===== src/rtl/seven_seg_scan.sv =====
// seven_seg_scan: snapshots x or y once per frame and scans it as 8 hex digits.
// Optional LEADING_ZERO_BLANK_EN suppresses leading zero digits above digit0.
module seven_seg_scan #(
  parameter int REFRESH_DIV  = 100000,
  parameter int BLANK_CYCLES = 2
) (
  input  logic        Clk,
  input  logic        rst,
  input  logic [31:0] x,
  input  logic [31:0] y,
  input  logic        sel,
  input  logic        hold,
  output logic [6:0]  out7,
  output logic [7:0]  en_out
);

  localparam int DW = $clog2(REFRESH_DIV);
  localparam logic [DW-1:0] DIV_LAST = DW'(REFRESH_DIV - 1);
  localparam logic [DW-1:0] BLANK_N  = DW'(BLANK_CYCLES);

  logic [DW-1:0] div_q, div_d;
  logic [2:0]    idx_q, idx_d;
  logic [31:0]   snap_q, snap_d;
  logic [6:0]    out7_q, out7_d;
  logic [7:0]    en_q, en_d;
  logic          frame_start;
  logic          slot_end;
  logic [3:0]    nib;
  logic          blank;

  function automatic logic [6:0] hex7(input logic [3:0] v);
    logic [6:0] s;
    case (v)
      4'h0: s = 7'h40;
      4'h1: s = 7'h79;
      4'h2: s = 7'h24;
      4'h3: s = 7'h30;
      4'h4: s = 7'h19;
      4'h5: s = 7'h12;
      4'h6: s = 7'h02;
      4'h7: s = 7'h78;
      4'h8: s = 7'h00;
      4'h9: s = 7'h10;
      4'hA: s = 7'h08;
      4'hB: s = 7'h03;
      4'hC: s = 7'h46;
      4'hD: s = 7'h21;
      4'hE: s = 7'h06;
      default: s = 7'h0E;
    endcase
    return s;
  endfunction

  // Slot counter, digit index and frame-start snapshot.
  always_comb begin
    slot_end    = (div_q == DIV_LAST);
    frame_start = (div_q == '0) && (idx_q == 3'd0);
    div_d       = slot_end ? '0 : div_q + 1'b1;
    idx_d       = slot_end ? idx_q + 3'd1 : idx_q;
    snap_d      = snap_q;
    if (frame_start && !hold) begin
      snap_d = sel ? y : x;
    end
  end

  // Next digit drive, blanked at slot start to avoid ghosting.
  always_comb begin
    nib   = snap_q[{idx_q, 2'b00} +: 4];
    blank = (div_q < BLANK_N);
`ifdef LEADING_ZERO_BLANK_EN
    if ((idx_q != 3'd0) && ((snap_q >> {idx_q, 2'b00}) == 32'd0)) begin
      blank = 1'b1;
    end
`endif
    en_d   = 8'hFF;
    out7_d = 7'h7F;
    if (!blank) begin
      en_d   = ~(8'b1 << idx_q);
      out7_d = hex7(nib);
    end
  end

  // State and output registers with synchronous reset.
  always_ff @(posedge Clk) begin
    if (rst) begin
      div_q  <= '0;
      idx_q  <= 3'd0;
      snap_q <= 32'd0;
      out7_q <= 7'h7F;
      en_q   <= 8'hFF;
    end else begin
      div_q  <= div_d;
      idx_q  <= idx_d;
      snap_q <= snap_d;
      out7_q <= out7_d;
      en_q   <= en_d;
    end
  end

  assign out7   = out7_q;
  assign en_out = en_q;

endmodule


===== config.mk =====
export PLATFORM = sky130hd
export DESIGN_NAME = seven_seg_scan
export DESIGN_NICKNAME = d
export VERILOG_FILES = /design/src/rtl/seven_seg_scan.sv
export SDC_FILE = /design/constraint.sdc
export NUM_CORES = 1
export LEC_CHECK = 0
export BUFFER_PORTS_ARGS = -buffer_cell sky130_fd_sc_hd__buf_2
export CORE_UTILIZATION = 53
export DETAILED_ROUTE_END_ITERATION = 8
export PLACE_DENSITY_LB_ADDON = 0.2
export SLEW_MARGIN = 20
export SYNTH_ARGS = -nofsm -noshare
export SYNTH_HDL_FRONTEND = slang
export SYNTH_SLANG_ARGS = --single-unit
export TNS_END_PERCENT = 100

===== constraint.sdc =====
create_clock -name Clk -period 2.9 [get_ports Clk]
set_clock_uncertainty 0.15 [all_clocks]
set_input_delay 0.58 -clock Clk [delete_from_list [all_inputs] [get_ports Clk]]
set_output_delay 0.58 -clock Clk [all_outputs]
set_load 0.005 [all_outputs]

==> key figures, run 1 <==
Yosys
  – Cell area after synthesis: 0.00326 mm²
  – Cell count after synthesis: 336
  – EDFF count, synth: 0
  – Synth Area in Compound Gates: between 10% and 20%
  – Count leader, synth: dfxtp_1
  – Async SR Flop Fraction: 0%
  – Synth Area per Inst: 9.69 µm²
  – Library cells used by synthesis: 38
  – Net Count, Synth: between 400 and 500
  – Post-synthesis mux area share: between 10% and 20%
  – Dominant cells by area after synthesis: dfxtp_1 41%, mux2i_1 13%, a211oi_1 7.1%
  – Simple-gate portion of the synthesized area: between 15 and 20%
  – Adder-cell share of the synthesized area: 5.00%
  – Largest family of logic cells by synthesized area: multiplexers
  – XOR/XNOR Fraction of Synth Area: around 4.3%
  – Synth top area share: just over 40%
  – Top FF cell, synth: dfxtp_1
  – Synth top cells by count: 67 x dfxtp_1, 58 x nor2_1, 41 x mux2i_1, 31 x a211oi_1, 20 x nand2_1
  – Yosys reg bits: 67
  – Sequential share of the synthesized area: about two fifths
  – Synth area leader: dfxtp_1
  – Yosys warnings: 0

Floorplan
  – IO Count: 83
  – Core Box Area: 0.00592 mm²
  – Std-Cell Rows: 28
  – Die area: roughly 0.0065 mm²
  – Chip width: around 80 µm
  – Die Span Y: 80.4 µm
  – Initial core utilization: between 50% and 60%

Run status
  – Status: complete, no violations

STA
  – Rel. slew slack: 62.1%
  – Setup violation total in the final timing report: 0
  – Actual slew at the worst max-slew pin: 0.568 ns
  – FMAX: 388 MHz
  – Fin crit period: ~2.6 ns
  – Setup TNS: 0 ns
  – Final Hold Slack: between 0.3 and 0.4 ns
  – Final hold vios: 0
  – Crit share post-route: 88.9%
  – Unrepaired setup endpoints after global routing: false
  – Fin. max-slew vios: 0

Finish
  – Layout area overhead: 21.5%
  – Antenna Diode Count: 0
  – Reg area: 0.00134 mm²
  – Fraction of layout cells with a size suffix above 1: 28.3%
  – Fill cell count: approximately 500
  – Fin area: just under 0.004 mm²
  – Fin util: about two thirds
  – Area occupied by multi-input gates: roughly 0.0018 mm²
  – Layout net count: between 400 and 500

Clock network
  – TritonCTS Buffers: 9
  – Total number of H-tree levels: 3
  – Clock Tree Buf Depth: 2
  – TritonCTS clock tree: yes
  – Reg clk slew, reported paths: 0.07 ns
  – Setup repair bufs after CTS: 0
  – Worst-Skew Late Latency: about 0.34 ns
  – Post_cts resized: 0
  – CTS Root Cell: clkbuf_8
  – CTS sink cnt: 67
  – Hold buffer count at cts: 0

Global route
  – First-pass GRT wire length: ~11,000 µm
  – All-Layer GR Usage: around 23%
  – Vias in the first global route: between 2,000 and 2,500
  – Total gr overflow: 0
  – Initial antenna violation count: 0
  – Pin count of the biggest net entering global routing: between 60 and 70

Critical path
  – Worst-path maximum fanout: 14
  – Crit Path Class: reg -> reg
  – Crit path launch type: flop
  – Worst Path Arrival: 2.66 ns
  – CP endpoint kind: flop
  – Critical Path RT: between 2 and 3 ns
  – Worst R2R Path Depth: 6

Route
  – Routed wire per std cell: ~13 µm
  – Drt pass-1 iters: 4
  – WL final: approximately 6600 µm
  – Drt drc: 0
  – Via count: ~2,600
  – Vias/cell: between 5 and 6
  – DRT antenna net count: 0
  – Detailed Route Iter0 Violations: 128

Placement
  – DP HPWL: around 4800 µm
  – Routability Congestion: ~0.84
  – Dpl cell area: approximately 0.0037 mm²
  – IO buf count: between 80 and 90

Min path
  – Hold Path Stages: 1
  – HP Class: reg -> reg

Run
  – Max cap viols: 0

Pwr
  – Peak supply drop: 0.419 mV
  – Static leakage: approximately 1.7 nW
  – PwrDens: around 560 mW/mm²
[critical path, cell delays in order (launching register included)]
cell and delay (ns):
dfxtp_1 0.65, mux4_2 0.40, mux2i_1 0.39, inv_1 0.16, ha_1 0.29, mux2_2 0.28
o32a_1 0.15
[flip-flops by register name, summed over array words and instances (netlist names)]
register and count:
out7 7, en_out 8, div_q 17, idx_q 3
snap_q 32
[cell families (layout without fill, tap and decap cells)]
kind of cell	after synthesis	in the layout
xor gates and xnor gates	16	16
buffers and inverters	31	115
adders and majority gates	13	13
DFF	67	67
muxes	52	52
AOI/OAI and AO/OA	45	45
and+or+nand+nor	112	112
[where the power goes]
group	internal (mW)	switching, mW	total (mW)	leakage, nW
sequential	0.981	0.0350	1.02	0.548
clock	0.530	0.350	0.880	0.113
combinational	0.148	0.157	0.305	1.03
total	1.66	0.542	2.20	1.69
[final timing paths]
path	endpoint	slack [ns]	from
max	out7[3]	0.32	idx_q[1]
min reg2reg	div_q[0]	0.33	div_q[0]
max reg2reg	out7[3]	0.32	idx_q[1]
min	div_q[0]	0.33	div_q[0]
[layer usage]
metal  part of all wire (%)  routed length, µm  global-route usage [%]  vias up
met1                     49               3220                    30.2     1171
met3                    4.7                309                    5.68       11
met4                    1.8                119                    9.64        0
met5                      0                  0                       0        -
li1                       -                  -                       -     1369
met2                     44               2900                    35.5       83
[per-stage QoR]
step	std cells	power (mW)	setup slack, ns
2_1_floorplan	336	1.24	0.336
3_3_place_gp	479	1.33	0.479
3_5_place_dp	479	1.34	0.350
4_1_cts	495	2.21	0.332
5_1_grt	495	2.31	0.180
6_report	495	2.20	0.322
[cell usage in the layout (no fill, tap or decap), types with 2 or more instances in the layout]
master / n
nand3_1: 9
or4_1: 3
mux2_2: 4
a211oi_1: 31
buf_2: 82
xor2_1: 8
xnor2_1: 8
clkbuf_8: 11
nor3_1: 3
bufinv_16: 2
buf_4: 6
dfxtp_1: 67
mux4_2: 6
nand4_1: 4
nand2_1: 20
o221ai_1: 4
inv_1: 9
mux2i_1: 41
and3_1: 4
and2_1: 2
nor4_1: 2
nor2_1: 58
nor2b_1: 2
nor3b_1: 2
ha_1: 13
o211ai_1: 3
[cell type report]
type / count / area share (%)
multi-input combinational: 238 / 45.0
sequential: 67 / 33.9
timing repair buffer: 89 / 12.0
clock buffer: 12 / 3.92
tap: 75 / 2.37
clock inverter: 4 / 1.83
inverter: 10 / 0.949
Power figures use the tool's default switching activity.
==> inputs of run 2 (changes only) <==
- BUFFER_PORTS_ARGS: -buffer_cell sky130_fd_sc_hd__buf_2 -> unset
- CORE_UTILIZATION: 53 -> 30
- DONT_BUFFER_PORTS: unset -> 1
==> key figures, run 2 (synthesized netlist as in run 1, its figures left out) <==
Run status
  – Status: complete, no violations

Placement
  – Worst slack at placement: 0.438 ns (+0.0882 ns)
  – Routability Congestion: 0.766 (-8.6%)
  – IO buf count: 0 (-100%)
  – DP HPWL: 5060 µm (+4.6%)

Clock network
  – Clock Tree Buf Depth: 2 (unchanged)
  – Worst-Skew Late Latency: 0.34 ns (about the same)
  – CTS sink cnt: 67 (unchanged)
  – Reg clk slew, reported paths: 0.07 ns (about the same)
  – TritonCTS Buffers: 9 (unchanged)
  – Setup repair bufs after CTS: 0 (unchanged)
  – Total number of H-tree levels: 3 (unchanged)
  – Hold buffer count at cts: 0 (unchanged)
  – CTS Root Cell: clkbuf_8
  – TritonCTS clock tree: yes
  – Post_cts resized: 0 (unchanged)

Min path
  – Hold Startpoint: rst
  – HP Class: in -> reg

Floorplan
  – IO Count: 83 (unchanged)
  – Chip width: 106 µm (+32%)
  – Die Span Y: 106 µm (+32%)
  – Initial core utilization: 31.3% (-24 points)
  – Std-Cell Rows: 37 (+32%)
  – Die area: 0.0113 mm² (+75%)
  – Core Box Area: 0.0104 mm² (+76%)

Route
  – Drt drc: 0 (unchanged)
  – Via count: 2,314 (-12%)
  – Detailed Route Iter0 Violations: 73 (-43%)
  – Routed wire per std cell: 14.6 µm (+10%)
  – Vias/cell: 4.90 (-7.9%)
  – WL final: 6890 µm (+5.2%)
  – DRT antenna net count: 0 (unchanged)
  – Drt pass-1 iters: 4 (unchanged)

Finish
  – Antenna Diode Count: 0 (unchanged)
  – Commonest cells after routing, fill and taps aside: 67 x dfxtp_1, 58 x nor2_1, 41 x mux2i_1, 31 x a211oi_1, 20 x nand2_1
  – Fin util: 34.2% (-33 points)
  – Layout net count: 412 (-17%)
  – Layout area overhead: 9.30%
  – Commonest non-fill, non-tap cell in the layout: dfxtp_1
  – Max reg flops: 32 (unchanged)
  – Fraction of layout cells with a size suffix above 1: 10.7% (-18 points)
  – Most flop-heavy register: snap_q

Pwr
  – Final Power: 1.96 mW (-11%)
  – Peak supply drop: 0.237 mV (-43%)
  – PwrDens: 551 mW/mm² (-1.0%)
  – Static leakage: 1.36 nW (-19%)

Critical path
  – Crit Path Class: reg -> reg
  – CP endpoint kind: flop
  – Crit path launch type: flop
  – Worst Path Arrival: 2.55 ns (-0.11 ns)
  – Origin of the critical flop-to-flop path: idx_q[0]
  – Critical Path RT: 2.98 ns (about the same)
  – Worst setup path start: idx_q[0]
  – R2R Setup Slk: 0.42 ns (+0.10 ns)
  – Worst-path maximum fanout: 5 (-9)

STA
  – Final worst setup slack: 0.424 ns (+0.101 ns)
  – Actual slew at the worst max-slew pin: 0.549 ns (-0.0193 ns)
  – Fin crit period: 2.48 ns (-0.101 ns)
  – Rel. slew slack: 63.3% (+1.2 points)
  – Final hold vios: 0 (unchanged)
  – Unrepaired setup endpoints after global routing: false
  – Crit share post-route: 85.4% (-3.5 points)
  – FMAX: 404 MHz (+4.1%)
  – Fin. max-slew vios: 0 (unchanged)
  – Setup violation total in the final timing report: 0 (unchanged)
  – Setup TNS: 0 ns (unchanged)

Global route
  – Vias in the first global route: 2,153 (-10%)
  – First-pass GRT wire length: 11,100 µm (+0.13%)
  – Pin count of the biggest net entering global routing: 65 (unchanged)
  – Total gr overflow: 0 (unchanged)
  – All-Layer GR Usage: 12.8% (-10 points)
  – Initial antenna violation count: 0 (unchanged)

Run
  – Max cap viols: 0 (unchanged)
[run 2: changes by cell type in the layout (fill, tap and decap cells not counted), sizes merged]
cell,delta
clkbuf,-1
clkinv,+3
bufinv,-2
buf,-84
[run 2: cell type report]
cell class / count / area (µm²)
Fill cell: 1102 / 6860
Multi-Input combinational cell: 238 / 1780
Sequential cell: 67 / 1340
Tap cell: 136 / 170
Clock buffer: 11 / 151
Timing Repair Buffer: 5 / 50.0
Inverter: 10 / 37.5
Clock inverter: 5 / 27.5
[run 2: metal layers]
metal	vias up	global-route usage, %	wire length (µm)
li1	1197	-	-
met1	1041	17.1	3430
met2	70	19.2	2970
met3	6	4.35	418
met4	0	4.56	72
met5	-	0	0
[run 2: stage by stage]
| stage | area (µm²) | hold slack (ns) | cells |
|---|---|---|---|
| after global routing | 3560 | 0.123 | 472 |
| after detailed placement | 3380 | 0.328 | 456 |
| final | 3560 | 0.146 | 472 |
| after CTS | 3560 | 0.129 | 472 |
| after floorplan | 3260 | 0.291 | 336 |
| after global placement | 3380 | 0.318 | 456 |
[run 2: worst max-delay path: stages (launching register included)]
cell	delay, ns
dfxtp_1	0.51
mux4_2	0.54
mux2i_1	0.28
inv_1	0.13
ha_1	0.27
and2_1	0.16
o32a_1	0.34
[run 2: report_power, final]
| group | internal, mW | total, mW | leakage [nW] | switching (mW) |
|---|---|---|---|---|
| Sequential | 0.981 | 1.02 | 0.548 | 0.0363 |
| Combinational | 0.112 | 0.238 | 0.715 | 0.126 |
| Clock | 0.351 | 0.704 | 0.0949 | 0.354 |
[run 2: final timing paths]
path	endpoint	depth (start not counted)
setup / recovery	out7[3]	6
setup reg to reg	out7[3]	6
hold reg to reg	snap_q[29]	2
hold / removal	snap_q[3]	1
